===== src/rtl/matmul_acc_ctrl.sv =====
// Matrix-multiply instruction sequencer: feeds operand rows into the systolic
// array, then drives the accumulate load counter and accumulator write strobes.
module matmul_acc_ctrl #(
  parameter int unsigned MATRIX_WIDTH   = 14,
  parameter int unsigned ACC_ADDR_WIDTH = 32,
  parameter int unsigned LENGTH_WIDTH   = 32,
  parameter int unsigned RESULT_DELAY   = 16
) (
  input  logic                      clk,
  input  logic                      rst_n,
  input  logic                      i_enable,
  input  logic                      i_instr_valid,
  output logic                      o_instr_ready,
  input  logic [ACC_ADDR_WIDTH-1:0] i_instr_acc_addr,
  input  logic [LENGTH_WIDTH-1:0]   i_instr_length,
  input  logic                      i_instr_accumulate,
  output logic                      o_mmu_valid,
  output logic [ACC_ADDR_WIDTH-1:0] o_acc_ctr_start_val,
  output logic                      o_acc_ctr_load,
  output logic                      o_acc_ctr_enable,
  output logic                      o_acc_write_en,
  output logic                      o_acc_accumulate,
  output logic                      o_busy,
  output logic                      o_done
);

  localparam int unsigned CTR_TAP = RESULT_DELAY - 3;
  localparam int unsigned WR_TAP  = RESULT_DELAY - 1;

  // The counter tap sits two stages ahead of the write tap, so the line needs at least three stages.
  if (RESULT_DELAY < 3 || MATRIX_WIDTH < 1) begin : g_param_check
    $error("matmul_acc_ctrl: RESULT_DELAY must be >= 3 and MATRIX_WIDTH >= 1");
  end

  typedef enum logic [1:0] {
    ST_IDLE  = 2'd0,
    ST_FEED  = 2'd1,
    ST_DRAIN = 2'd2
  } state_t;

  state_t                    r_state;
  logic [LENGTH_WIDTH-1:0]   r_remaining;
  logic [ACC_ADDR_WIDTH-1:0] r_start_val;
  logic                      r_accumulate;
  logic                      r_load;
  logic                      r_mmu_valid;
  logic                      r_done;
  logic [RESULT_DELAY-1:0]   r_result_dly;

  logic w_idle;
  logic w_write_en;

  // Everything advances only on enabled edges; a stall freezes all state.
  always_ff @(posedge clk) begin
    if (!rst_n) begin
      r_state      <= ST_IDLE;
      r_remaining  <= '0;
      r_start_val  <= '0;
      r_accumulate <= 1'b0;
      r_load       <= 1'b0;
      r_mmu_valid  <= 1'b0;
      r_done       <= 1'b0;
      r_result_dly <= '0;
    end else if (i_enable) begin
      r_load       <= 1'b0;
      r_done       <= 1'b0;
      r_result_dly <= {r_result_dly[RESULT_DELAY-2:0], r_mmu_valid};
      case (r_state)
        ST_IDLE: begin
          if (i_instr_valid) begin
            r_start_val  <= i_instr_acc_addr;
            r_accumulate <= i_instr_accumulate;
            r_remaining  <= i_instr_length;
            r_load       <= 1'b1;
            if (i_instr_length == '0) begin
              r_state     <= ST_DRAIN;
              r_mmu_valid <= 1'b0;
            end else begin
              r_state     <= ST_FEED;
              r_mmu_valid <= 1'b1;
            end
          end
        end
        ST_FEED: begin
          r_remaining <= r_remaining - LENGTH_WIDTH'(1);
          if (r_remaining == LENGTH_WIDTH'(1)) begin
            r_state     <= ST_DRAIN;
            r_mmu_valid <= 1'b0;
          end
        end
        ST_DRAIN: begin
          // Last row has left the result pipeline once the whole line is empty.
          if (r_result_dly == '0) begin
            r_state <= ST_IDLE;
            r_done  <= 1'b1;
          end
        end
        default: begin
          r_state     <= ST_IDLE;
          r_mmu_valid <= 1'b0;
        end
      endcase
    end
  end

  assign w_idle     = (r_state == ST_IDLE);
  assign w_write_en = r_result_dly[WR_TAP] & i_enable;

  // Strobes are masked during a stall so nothing is seen twice.
  assign o_instr_ready       = w_idle & i_enable;
  assign o_mmu_valid         = r_mmu_valid & i_enable;
  assign o_acc_ctr_load      = r_load & i_enable;
  assign o_acc_ctr_enable    = r_result_dly[CTR_TAP] & i_enable;
  assign o_acc_write_en      = w_write_en;
  assign o_acc_accumulate    = r_accumulate & w_write_en;
  assign o_acc_ctr_start_val = r_start_val;
  assign o_busy              = ~w_idle;
  assign o_done              = r_done & i_enable;

endmodule


===== config.mk =====
export PLATFORM = sky130hd
export DESIGN_NAME = matmul_acc_ctrl
export DESIGN_NICKNAME = d
export VERILOG_FILES = /design/src/rtl/matmul_acc_ctrl.sv
export SDC_FILE = /design/constraint.sdc
export NUM_CORES = 1
export LEC_CHECK = 0
export CAP_MARGIN = 20
export CORE_MARGIN = 2
export CORE_UTILIZATION = 45
export CTS_CLUSTER_SIZE = 16
export DETAILED_ROUTE_END_ITERATION = 7
export PLACE_DENSITY = 0.82
export SYNTH_ARGS = -nofsm -noshare
export SYNTH_HDL_FRONTEND = slang
export SYNTH_SLANG_ARGS = --single-unit
export TNS_END_PERCENT = 10

===== constraint.sdc =====
create_clock -name clk -period 3.1 [get_ports clk]
set_input_delay 0.62 -clock clk [delete_from_list [all_inputs] [get_ports clk]]
set_output_delay 0.62 -clock clk [all_outputs]
set_load 0.02 [all_outputs]

==> metrics.yaml, run 1 <==
syn_nets: 599
grt_use_total: 0.2397
portBuffers: 108
postRouteWirelength_um: 12000
crit_path_start_kind: "register"
maxSlewHeadroom: 0.5497
power_frac_clock: 0.288
wl_per_cell_um: 16.21
worstPathMaxFanout: 7
holdPathEnd: "o_acc_ctr_start_val[16]"
cts_buffers: 9
power.density_nw_per_um2: 503.7
first_iter_violations: 249
worstSkewPairLatency_ns: 0.35
gp_congestion: 0.8632
rsz0062_at_grt: "no"
end_kind: "register"
ant_nets: 0
die_w_um: 99.76
ff2ff_setup_slack_ns: 0.20
cp.required_ns: 3.32
power.switching_w: 0.0009000
std_cell_rows: 34
post_cts_buffers: 0
n_antenna_cell: 0
finalMaxSlewViolations: 0
async_reset_ff_frac: 0
worst-endpoint-arrival_ns: 3.12
antenna_found_initial: 0
tightest_slew_ns: 0.6699
total_power_w: 0.002792
cts_tree: "yes"
start_util: 0.4686
hpwlAfterDp_um: 8456
finClkSkew_ns: 0.01173
hold_ws_ns: 0.4552
overflow: 0
worst-setup-path-type: "reg -> reg"
synthesis.instances: 528
rr_worst_depth: 7
pwr-share-seq: 0.449
synth_top_area_frac: 0.4172
vias: 4272
cts_sinks: 86
via_per_inst: 5.773
p_leak_nw: 2.056
yosysMostFrequentCell: "nand2_1"
synth-seq-cells: 86
drv_cap: 0
ys.flop_type: "dfxtp_1"
grt_max_degree: 43
min_path_cells: 2
ctsHoldBuffers: 0
crit-reg2reg-capture: "r_remaining[26]"
switching_share: 0.3223
synth_area_per_cell_um2: 7.815
drc: 0
chipHeight_um: 99.76
hold_viol_final: 0
clock_path_buffers: 2
drt_pre_antenna_iters: 5
die_area_um2: 9952
fin_crit_sh: 0.9361
grt_pass1_vias: 3955
p_int_w: 0.001892
layout_min_cycle_time_ns: 2.902
vdd_drop_max_mv: 0.3675
synth_area_leaders: "dfxtp_1 42%, nand2_1 8.2%, a21oi_1 8.0%, mux2i_1 6.8%, nor2_1 5.4%"
ys_types: 52
ios: 109
hold_path.class: "reg -> reg"
cts_resized: 0
clkTransAtPathRegs_ns: 0.09
cts_max_level: 3
drive_gt1_frac: 0.06962
synthTopCellsByCount: "90 x nand2_1, 86 x dfxtp_1, 66 x a21oi_1"
n_fill_cell: 779
outcome: "finished clean"
min-delay-start: "o_acc_ctr_start_val[16]"
coreArea_um2: 8806
grt_pass1_wl_um: 19340
max_clock_freq_mhz: 344.6
synth_seq_area_share: 0.4172
comb_power_share: 0.263
synth_edf_count: 0
yosysWarnings: 0
cts-root-buf: "clkbuf_8"
setup_tns_ns: 0
nets: 698
setup_viol: 0
synth_area_um2: 4126
syn_to_final_growth_pct: 34.32
synth_area_leader_cell: "dfxtp_1"
reg2reg_from: "r_remaining[0]"
## per-layer routing
layer  routed length [µm]  global-route usage  vias up
met1                 5340              0.3310     1967
met5                    0                   0        -
met3                 1134             0.06817       13
met2                 5344              0.3669      200
li1                     -                   -     2092
met4                  180             0.06849        0
## critical path, cell delays in order (launching register included)
cell and delay, ns:
dfxtp_1 0.37, inv_1 0.07, ha_1 0.19, or3b_2 0.55
or3_1 0.46, nor4b_1 0.34, mux2_2 0.38, a2111oi_1 0.41
## cell type report
type                       count  area [µm²]  share of cell area
multi-input combinational    397        2238              0.4038
sequential                    86        1722              0.3106
timing repair buffer         125        1221              0.2203
tap                          108       135.1             0.02438
clock buffer                  10       127.6             0.02302
clock inverter                 6       68.82             0.01242
inverter                       8       30.03            0.005418
## flip-flops by register name, summed over array words and instances, names as in the netlist
| signal | cells |
|---|---|
| o_acc_ctr_start_val | 32 |
| r_accumulate | 1 |
| r_done | 1 |
| r_load | 1 |
| r_mmu_valid | 1 |
| r_remaining | 32 |
| r_result_dly | 16 |
| r_state | 2 |
## cells in the final DEF, fill, tap and decap left out, types with 9 or more instances in the layout
master | netlist | routed
a21oi_1 | 66 | 66
buf_4 | 0 | 16
clkbuf_8 | 0 | 9
clkdlybuf4s50_1 | 0 | 108
dfxtp_1 | 86 | 86
mux2i_1 | 28 | 28
nand2_1 | 90 | 90
nand3_1 | 11 | 11
nor2_1 | 59 | 58
nor4_1 | 20 | 20
o211ai_1 | 11 | 11
o21ai_0 | 14 | 14
or3_1 | 12 | 12
## power groups by stage
stage	combinational [W]	sequential, W	clock, W
3_3_place_gp	0.000714	0.00127	0
5_1_grt	0.000796	0.00127	0.000867
2_1_floorplan	0.000415	0.00129	0
4_1_cts	0.000731	0.00125	0.000822
6_report	0.000734	0.00125	0.000805
3_5_place_dp	0.000726	0.00128	0
## logic make-up (layout without fill, tap and decap cells)
group	after synthesis	in the layout	share of synthesized area
adders and majority gates	2	2	0.006063
DFF	86	86	0.4172
AOI/OAI and AO/OA	128	128	0.1886
muxes	29	29	0.07065
buffers and inverters	45	149	0.04124
and+or+nand+nor	238	238	0.2762
## metrics by stage
step                      utilization  worst slack, ns  std cells  cell area [µm²]
after detailed placement       0.6070           0.2161        724             5345
after global routing           0.6294          0.02469        740             5543
final                          0.6294           0.1980        740             5543
after global placement         0.6070           0.4388        724             5345
after floorplan                     -           0.5140        528             4126
after CTS                      0.6293           0.1564        740             5542
## how the worst max path moves through the flow
stage          slack [ns]      startpoint              end
2_1_floorplan        0.51  r_remaining[0]  r_remaining[26]
3_3_place_gp         0.44  r_remaining[0]  r_remaining[26]
3_5_place_dp         0.22  r_remaining[0]  r_remaining[26]
4_1_cts              0.16  r_remaining[0]  r_remaining[26]
5_1_grt              0.02  r_remaining[0]  r_remaining[26]
6_report             0.20  r_remaining[0]  r_remaining[26]
No activity file was read; power rests on OpenSTA's default activity.
==> inputs of run 2 (changes only) <==
--- a/config.mk
+++ b/config.mk
@@ -6,7 +6,7 @@
 export NUM_CORES = 1
 export LEC_CHECK = 0
 export CAP_MARGIN = 20
-export CORE_MARGIN = 2
+export CORE_MARGIN = 4
 export CORE_UTILIZATION = 45
 export CTS_CLUSTER_SIZE = 16
 export DETAILED_ROUTE_END_ITERATION = 7
==> metrics.yaml, run 2 (same netlist as run 1, synthesis figures left out) <==
finClkSkew_ns: 0.008658  # -0.003074 ns
grt_use_met1: 0.2896  # -0.04142
grt_max_degree: 42  # -2.3%
fin_crit_sh: 0.9375  # +0.001341
pre_cts_slack_ns: 0.2287  # +0.01262 ns
min-delay-start: "r_accumulate"
finalMaxSlewViolations: 0  # unchanged
postRouteWirelength_um: 12470  # +3.9%
busiest_layer: "met2"
cts_buffers: 9  # unchanged
max_clock_freq_mhz: 344.1  # -0.14%
cp.required_ns: 3.34  # +0.02 ns
drt_pre_antenna_iters: 5  # unchanged
min_path_cells: 2  # unchanged
crit-reg2reg-capture: "r_remaining[26]"
portBuffers: 108  # unchanged
chipHeight_um: 103.8  # +4.0%
drc: 0  # unchanged
gp_congestion: 0.8899  # +3.1%
nets: 699  # +0.14%
fin_ws_ns: 0.1939  # -0.004156 ns
coreArea_um2: 8806  # unchanged
drive_gt1_frac: 0.07109  # +0.001470
maxSlewHeadroom: 0.5431  # -0.006566
hold_viol_final: 0  # unchanged
grtUsageMet3: 0.08147  # +0.01330
grt_use_met2: 0.3631  # -0.003860
crit_path_start_kind: "register"
end_kind: "register"
p_leak_nw: 2.061  # +0.23%
drv_cap: 0  # unchanged
multiInputGateArea_um2: 2237  # about the same
placed_area_um2: 5365  # +0.37%
worst-setup-path-type: "reg -> reg"
ios: 109  # unchanged
worst-endpoint-arrival_ns: 3.15  # +0.03 ns
tightest_slew_ns: 0.6797  # +0.009768 ns
vias: 4267  # -0.12%
start_util: 0.4686  # unchanged
ant_nets: 0  # unchanged
holdPathEnd: "r_accumulate"
hold_path.class: "reg -> reg"
setup_tns_ns: 0  # unchanged
fin_area_um2: 5560  # +0.32%
hpwlAfterDp_um: 8874  # +4.9%
reg2reg_from: "r_remaining[1]"
grt_pass1_wl_um: 20460  # +5.8%
first_iter_violations: 247  # -0.80%
via_per_inst: 5.758  # -0.25%
die_w_um: 103.8  # +4.0%
vdd_drop_max_mv: 0.2679  # -27%
outcome: "finished clean"
layout_min_cycle_time_ns: 2.906  # +0.004156 ns
hold_ws_ns: 0.4606  # +0.005366 ns
cts-root-buf: "clkbuf_8"
clock_path_buffers: 2  # unchanged
ctsHoldBuffers: 0  # unchanged
wl_per_cell_um: 16.83  # +3.8%
cts_tree: "yes"
rr_worst_depth: 7  # unchanged
antenna_found_initial: 0  # unchanged
clkTransAtPathRegs_ns: 0.09  # about the same
final_common_cell: "clkdlybuf4s50_1"
syn_to_final_growth_pct: 34.75
n_fill_cell: 756  # -3.0%
final_cell_mix: "108 x clkdlybuf4s50_1, 90 x nand2_1, 86 x dfxtp_1"
worstPathMaxFanout: 7  # unchanged
n_antenna_cell: 0  # unchanged
die_area_um2: 10770  # +8.2%
std_cell_rows: 34  # unchanged
cts_sinks: 86  # unchanged
seq_area_um2: 1722  # unchanged
grt_pass1_vias: 4240  # +7.2%
setup_viol: 0  # unchanged
rsz0062_at_grt: "no"
worstSkewPairLatency_ns: 0.36  # about the same
cts_max_level: 3  # unchanged
ff2ff_setup_slack_ns: 0.19  # about the same
power.density_nw_per_um2: 504.2  # about the same
grt_use_total: 0.2268  # -0.01299
cts_resized: 0  # unchanged
overflow: 0  # unchanged
post_cts_buffers: 0  # unchanged
## run 2: how the worst max path moves through the flow
stage	startpoint	end	slack (ns)	cells after the start
floorplan	r_remaining[0]	r_remaining[26]	0.51	8
global placement	r_remaining[0]	r_remaining[26]	0.33	7
detailed placement	r_remaining[0]	r_remaining[26]	0.23	7
CTS	r_remaining[1]	r_remaining[26]	0.18	7
global route	r_remaining[1]	r_remaining[26]	0.02	7
finish	r_remaining[1]	r_remaining[26]	0.19	7
## run 2: cell type report
type                    instances  area share
clock inverters                 6     0.01215
flip-flops and latches         86      0.3096
inverters                       8    0.005401
repair buffers                126      0.2232
multi-input cells             397      0.4023
well taps                     108     0.02430
clock buffers                  10     0.02295
## run 2: where the power goes
group          internal [W]  switching [W]
registers           0.00118      0.0000728
logic              0.000336       0.000410
clock network      0.000377       0.000426
## run 2: layer usage
metal | vias to the layer above | wire [µm] | share of wire
met5 | - | 0 | 0
met1 | 1965 | 5366 | 0.43
met4 | 0 | 144 | 0.012
li1 | 2094 | - | -
met2 | 192 | 5598 | 0.45
met3 | 16 | 1363 | 0.11
## run 2: per-stage QoR
stage / instances / total power (W) / utilization
finish: 741 / 0.002803 / 0.6314
global route: 741 / 0.002935 / 0.6314
CTS: 741 / 0.002806 / 0.6314
detailed placement: 725 / 0.002014 / 0.6093
global placement: 725 / 0.001995 / 0.6093
floorplan: 528 / 0.001709 / -
## run 2: critical path, cell delays in order (launching register included)
cell and delay [ns]:
dfxtp_1 0.35, inv_1 0.09, ha_1 0.18, or3b_2 0.57, or3_1 0.50, nor4b_1 0.36
mux2_2 0.39, a2111oi_0 0.36
